<file path="config.mk">
export PLATFORM = sky130hd
export DESIGN_NAME = booth_mul_arbiter
export DESIGN_NICKNAME = d
export VERILOG_FILES = /design/src/rtl/booth_pkg.sv /design/src/rtl/rr_pick.sv /design/src/rtl/booth_mul_arbiter.sv
export SDC_FILE = /design/constraint.sdc
export NUM_CORES = 1
export LEC_CHECK = 0
export ABC_AREA = 1
export CORE_MARGIN = 2
export CORE_UTILIZATION = 35
export DETAILED_ROUTE_END_ITERATION = 8
export HOLD_SLACK_MARGIN = 0.12
export PLACE_DENSITY = 0.78
export SLEW_MARGIN = 20
export SYNTH_ARGS = -nofsm -noshare
export SYNTH_HDL_FRONTEND = slang
export SYNTH_SLANG_ARGS = --single-unit
</file>
<file path="constraint.sdc">
create_clock -name i_clk -period 2.1 [get_ports i_clk]
set_input_delay 0.42 -clock i_clk [delete_from_list [all_inputs] [get_ports i_clk]]
set_output_delay 0.42 -clock i_clk [all_outputs]
set_load 0.05 [all_outputs]
</file>
<file path="src/rtl/booth_pkg.sv">
// -----------------------------------------------------------------------------
// booth_pkg
// Shared definitions for the Booth multiplier arbiter.
//   state_t          controller states (IDLE/ISSUE/WAIT/RESP, fixed encoding)
//   DEF_W            default operand width
//   WD_BITS          width of the WAIT-state watchdog counter
//   timeout_cycles() WAIT cycles allowed before the watchdog fires
// Optional feature macro used by the arbiter: BOOTH_ARB_TIMEOUT_EN.
// -----------------------------------------------------------------------------
package booth_pkg;

    localparam int DEF_W   = 16;
    localparam int WD_BITS = 8;

    typedef enum logic [1:0] {
        IDLE  = 2'b00,
        ISSUE = 2'b01,
        WAIT  = 2'b10,
        RESP  = 2'b11
    } state_t;

    // A Booth pass needs about one cycle per operand bit; 3*W+8 leaves
    // generous headroom before a stuck multiplier is declared dead.
    function automatic int timeout_cycles(input int w);
        return 3 * w + 8;
    endfunction

endpackage

</file>
<file path="src/rtl/rr_pick.sv">
// -----------------------------------------------------------------------------
// rr_pick
// Combinational round-robin selector: returns the first requesting index at or
// after the pointer, searching cyclically through NREQ requesters.
// Ports:
//   i_req     per-requester request vector
//   i_ptr     round-robin start index (always < NREQ)
//   o_onehot  one-hot winner (all zero when nothing requests)
//   o_idx     binary index of the winner
//   o_valid   at least one request present
// -----------------------------------------------------------------------------
module rr_pick #(
    parameter int NREQ = 4,
    parameter int IDW  = 2
) (
    input  logic [NREQ-1:0] i_req,
    input  logic [IDW-1:0]  i_ptr,
    output logic [NREQ-1:0] o_onehot,
    output logic [IDW-1:0]  o_idx,
    output logic            o_valid
);

    // Pointer plus offset, folded back into 0..NREQ-1 without a divider.
    function automatic int wrap_idx(input int p, input int k);
        int s;
        s = p + k;
        return (s >= NREQ) ? s - NREQ : s;
    endfunction

    // NOTE: every output of a combinational block gets a default before any
    // conditional assignment; a path that skips an assignment infers a latch.
    always_comb begin
        o_onehot = '0;
        o_idx    = '0;
        o_valid  = 1'b0;
        for (int k = 0; k < NREQ; k++) begin
            if (!o_valid && (((i_req >> wrap_idx(int'(i_ptr), k)) & NREQ'(1)) != '0)) begin
                o_valid  = 1'b1;
                o_idx    = IDW'(wrap_idx(int'(i_ptr), k));
                o_onehot = NREQ'(1) << wrap_idx(int'(i_ptr), k);
            end
        end
    end

endmodule

</file>
<file path="src/rtl/booth_mul_arbiter.sv">
// -----------------------------------------------------------------------------
// booth_mul_arbiter
// Shares one sequential Booth multiplier among NREQ requesters. A round-robin
// pick in IDLE latches the winner's operands, ISSUE pulses the multiplier start,
// WAIT holds for mul_done (ignored in its first cycle), RESP returns the product
// with a one-cycle strobe and advances the pointer past the owner.
// Ports:
//   i_clk, i_rst    clock, synchronous active-high reset
//   i_req           per-requester request, held until its rsp_valid
//   i_opa, i_opb    flattened operands, requester i owns [i*W +: W]
//   o_gnt           one-hot grant, ISSUE through RESP
//   o_rsp_valid     one-hot one-cycle result strobe
//   o_rsp_data      2*W-bit product
//   o_busy          state != IDLE
//   o_mul_start     one-cycle start to the multiplier
//   o_mul_a/o_mul_b latched operands to the multiplier
//   i_mul_done      multiplier done level
//   i_mul_p         multiplier product
//   o_err           (BOOTH_ARB_TIMEOUT_EN only) watchdog expiry, with rsp_valid
// Optional feature macro: BOOTH_ARB_TIMEOUT_EN (WAIT-state watchdog).
// -----------------------------------------------------------------------------
module booth_mul_arbiter
    import booth_pkg::*;
#(
    parameter int NREQ = 4,
    parameter int W    = DEF_W,
    parameter int IDW  = 2
) (
    input  logic                i_clk,
    input  logic                i_rst,
    input  logic [NREQ-1:0]     i_req,
    input  logic [NREQ*W-1:0]   i_opa,
    input  logic [NREQ*W-1:0]   i_opb,
    output logic [NREQ-1:0]     o_gnt,
    output logic [NREQ-1:0]     o_rsp_valid,
    output logic [2*W-1:0]      o_rsp_data,
    output logic                o_busy,
    output logic                o_mul_start,
    output logic [W-1:0]        o_mul_a,
    output logic [W-1:0]        o_mul_b,
    input  logic                i_mul_done,
`ifdef BOOTH_ARB_TIMEOUT_EN
    output logic                o_err,
`endif
    input  logic [2*W-1:0]      i_mul_p
);

    state_t              r_state;
    state_t              w_next;
    logic [IDW-1:0]      r_owner;
    logic [IDW-1:0]      r_ptr;
    logic [W-1:0]        r_mul_a;
    logic [W-1:0]        r_mul_b;
    logic [2*W-1:0]      r_rsp_data;
    logic                r_wait_first;

    logic [NREQ-1:0]     w_win_onehot;
    logic [IDW-1:0]      w_win_idx;
    logic                w_win_valid;
    logic [W-1:0]        w_sel_a;
    logic [W-1:0]        w_sel_b;
    logic [NREQ-1:0]     w_owner_onehot;
    logic                w_done_ok;
    logic                w_timeout;

    rr_pick #(
        .NREQ (NREQ),
        .IDW  (IDW)
    ) u_pick (
        .i_req    (i_req),
        .i_ptr    (r_ptr),
        .o_onehot (w_win_onehot),
        .o_idx    (w_win_idx),
        .o_valid  (w_win_valid)
    );

    // AND-OR operand mux driven by the one-hot winner.
    always_comb begin
        w_sel_a = '0;
        w_sel_b = '0;
        for (int i = 0; i < NREQ; i++) begin
            if (w_win_onehot[i]) begin
                w_sel_a = w_sel_a | i_opa[i*W +: W];
                w_sel_b = w_sel_b | i_opb[i*W +: W];
            end
        end
    end

    assign w_owner_onehot = NREQ'(1) << r_owner;

    // The first WAIT cycle covers the multiplier's start-to-busy latency, where
    // a stale done from the previous operation may still be visible.
    assign w_done_ok = (r_state == WAIT) && !r_wait_first && i_mul_done;

`ifdef BOOTH_ARB_TIMEOUT_EN
    localparam logic [WD_BITS-1:0] WD_LAST = WD_BITS'(timeout_cycles(W) - 1);

    logic [WD_BITS-1:0] r_wd_cnt;
    logic               r_to_flag;

    assign w_timeout = (r_state == WAIT) && !w_done_ok && (r_wd_cnt == WD_LAST);
    assign o_err     = (r_state == RESP) && r_to_flag;

    always_ff @(posedge i_clk) begin
        if (i_rst) begin
            r_wd_cnt  <= '0;
            r_to_flag <= 1'b0;
        end else begin
            if (r_state == ISSUE) begin
                r_wd_cnt <= '0;
            end else if (r_state == WAIT) begin
                r_wd_cnt <= r_wd_cnt + 1'b1;
            end
            if (r_state == WAIT) begin
                r_to_flag <= w_timeout;
            end
        end
    end
`else
    assign w_timeout = 1'b0;
`endif

    // NOTE: sequential state uses non-blocking assignments so every register
    // samples pre-edge values regardless of statement order.
    always_ff @(posedge i_clk) begin
        if (i_rst) begin
            r_state <= IDLE;
        end else begin
            r_state <= w_next;
        end
    end

    always_comb begin
        w_next      = r_state;
        o_mul_start = 1'b0;
        o_gnt       = '0;
        o_rsp_valid = '0;
        o_busy      = 1'b0;
        case (r_state)
            IDLE: begin
                if (w_win_valid) begin
                    w_next = ISSUE;
                end
            end
            ISSUE: begin
                o_mul_start = 1'b1;
                o_gnt       = w_owner_onehot;
                o_busy      = 1'b1;
                w_next      = WAIT;
            end
            WAIT: begin
                o_gnt  = w_owner_onehot;
                o_busy = 1'b1;
                if (w_done_ok || w_timeout) begin
                    w_next = RESP;
                end
            end
            RESP: begin
                o_gnt       = w_owner_onehot;
                o_rsp_valid = w_owner_onehot;
                o_busy      = 1'b1;
                w_next      = IDLE;
            end
            default: w_next = IDLE;
        endcase
    end

    always_ff @(posedge i_clk) begin
        if (i_rst) begin
            r_ptr        <= '0;
            r_owner      <= '0;
            r_mul_a      <= '0;
            r_mul_b      <= '0;
            r_rsp_data   <= '0;
            r_wait_first <= 1'b0;
        end else begin
            case (r_state)
                IDLE: begin
                    if (w_win_valid) begin
                        r_owner <= w_win_idx;
                        r_mul_a <= w_sel_a;
                        r_mul_b <= w_sel_b;
                    end
                end
                ISSUE: r_wait_first <= 1'b1;
                WAIT: begin
                    r_wait_first <= 1'b0;
                    if (w_done_ok) begin
                        r_rsp_data <= i_mul_p;
                    end else if (w_timeout) begin
                        r_rsp_data <= '1;
                    end
                end
                RESP: r_ptr <= (r_owner == IDW'(NREQ - 1)) ? '0 : r_owner + 1'b1;
                default: ;
            endcase
        end
    end

    assign o_mul_a    = r_mul_a;
    assign o_mul_b    = r_mul_b;
    assign o_rsp_data = r_rsp_data;

endmodule
</file>
==> metrics.cfg <==
[yosys]
syn_avg_cell_area_um2 = 6.49
synth_area_mm2 = 0.00420
synthesis.instances = 647
ys_async_sr_fraction_pct = 0
ys_seq_area_share_pct = 33.8
ys.flop_type = dfxtp_1
syn-num-nets = 831
synth_edf_count = 0
yosysUniqueCellTypes = 24
synth-seq-cells = 71
yosysWarningCount = 0

[placed_design]
post-place-ws_ps = -360
place.gp.congestion = 0.914
portBuffers = 240
hpwl_mm = 12.0
dp_cells = 1031

[routing]
wl_met2_mm = 8.28
initialDrtViolationCount = 450
drc = 0
drt-total-wl_mm = 18.0
wl_met1_mm = 7.37
route.met3.wl_mm = 1.54
top_layer_used = met4
wire_per_inst_um = 16.7
drt.antenna.violating_nets = 0
viasPerCell = 5.17
dr_total_vias = 5571
first_pass_iters = 5

[timing]
max_freq_mhz = 443
setup_violations = 32
fin_crit_sh_pct = 107
fin_skew_ps = 4.87
drv_slew = 0
tightest_slew_ps = 560
fin_ws_ps = -157
whs_ps = 514
rsz0062_at_grt = yes
fin_crit_ps = 2260
hold_violations = 0
relSlewSlack_pct = 62.5
setup_tns_ps = -2290

[setup_path]
worstPathCellList = clkdlybuf4s50_1, inv_1, nand2_1, nand3_2, nand2_4, inv_4, nand2_2, nand2_1, nand2_2, nand3_4, buf_12, buf_16, nand3_1, nand3_1, nor2_2, nor2_1
slowest_delay_ps = 490
crit_path_start_kind = input port
end_kind = flop
crit_family = simple AND/OR/NAND/NOR gates
cp_max_fo = 8
cp.arrival_ps = 2480
path_class = input port to flop
slowest_stage = clkdlybuf4s50_1
crit_required_ps = 2320
worst-path-buf-inv = 5
reg2reg_slack_ps = -140

[status]
outcome = complete, but fails checks
violations = setup timing

[finish]
drive_gt1_share_pct = 18.0
final_cell_mix = clkdlybuf4s50_1, nand3_1, nor2_1, dfxtp_1, o21ai_0
finalNonFillerCells = 1078
area_delta_synth_final_pct = 93.4
fin_util_pct = 68.5
final_nets = 1110
final_common_cell = clkdlybuf4s50_1
num_antenna_cells = 0

[global_route]
antenna_found_initial = 1
overflow = 0
grt_use_total_pct = 27.1
grt_max_degree = 45
grt_pass1_vias = 5532
grt_pass1_wl_mm = 27.8

[cts]
h-tree-depth = 3
cts_inserted_buffers = 9
clockBufferDepth = 2
cts.sinks = 71
clkTransAtPathRegs_ps = 60
cts_hold_buf = 0
clock_latency_ps = 330
root_buffer = clkbuf_16
cts_tree = done

[die]
die_height_um = 114
design.die.area_mm2 = 0.0129
start_util_pct = 35.4
ios = 241
die_x_um = 114
fp-row-count = 40
core-area_mm2 = 0.0119

[pwr]
total_leakage_power_nw = 3.53
p_per_area_mw_per_mm2 = 1400
peakVddDrop_uv = 645

[job]
drv_cap = 0

[min_path]
hold_path_class = flop to flop

-- power by group --
| part | switching, mW | leakage (nW) | internal [mW] | total, mW |
|---|---|---|---|---|
| Combinational | 4.54 | 2.79 | 3.07 | 7.62 |
| Clock | 0.594 | 0.156 | 1.07 | 1.67 |
| Sequential | 0.273 | 0.586 | 1.84 | 2.11 |
-- metal layers --
layer	GRT usage, %	up-vias
met1	32.1	2470
li1	-	2725
met2	45.5	311
met5	0	-
met4	13.3	0
met3	7.39	65
-- timing repair --
item / 4_1_cts / 5_1_grt
pin swaps: 24 / 8
buffers inserted: 17 / 4
endpoints found under the setup margin: 35 / 32
gates cloned: 9 / 1
gates resized for setup: 62 / 38
-- registers in the layout, indices dropped and copies added, names as in the netlist --
name	count
r_wait_first	1
r_owner	2
o_mul_a	16
r_ptr	2
r_state	2
o_rsp_data	32
o_mul_b	16
-- worst min-delay path: stages, from the launching register on --
cell and delay (ps):
dfxtp_1 320, o21ai_0 80, nor2_1 80
-- stage by stage --
step	total power, mW	instance area (um^2)
floorplan	6.22	4200
global placement	8.57	7050
detailed placement	8.61	7050
CTS	11.0	7920
global route	12.1	8130
finish	11.4	8130
-- cell type report --
type                       instances  area (um^2)
clock buffer                      11          243
timing repair buffer             313         3310
tap                              147          184
inverter                          31          126
clock inverter                     5         81.3
fill                             974         3740
sequential                        71         1430
multi-input combinational        500         2750
-- cell usage after synthesis (2+ instances only) --
cell | n | area [um^2]
nor2_1 | 141 | 529
inv_1 | 27 | 101
nand3_2 | 5 | 50.1
clkbuf_1 | 17 | 63.8
nand2_1 | 71 | 267
ha_1 | 17 | 213
nand4_1 | 4 | 25.0
a31oi_1 | 2 | 12.5
buf_4 | 3 | 22.5
nand3_1 | 170 | 851
buf_2 | 25 | 125
nand2_2 | 6 | 37.5
o21ai_1 | 4 | 20.0
nor2_2 | 2 | 12.5
o21ai_0 | 68 | 340
inv_2 | 3 | 11.3
a21oi_1 | 5 | 25.0
dfxtp_1 | 71 | 1420
-- cell families (layout without fill, tap and decap cells) --
family / Yosys count / count (layout) / synth area share [%]
fa+ha+maj: 17 / 17 / 5.06
buf+inv: 76 / 360 / 7.86
compound gates: 79 / 79 / 9.47
simple gates: 404 / 404 / 43.8
flops: 71 / 71 / 33.8
-- path summary, 6_finish.rpt --
kind,cells past startpoint,endpoint,startpoint
max,16,o_mul_b[6],i_req[3]
min,2,o_rsp_data[31],o_rsp_data[31]
max reg2reg,15,o_mul_b[6],r_ptr[0]
min reg2reg,2,o_rsp_data[31],o_rsp_data[31]
No activity file was read; power rests on OpenSTA's default activity.
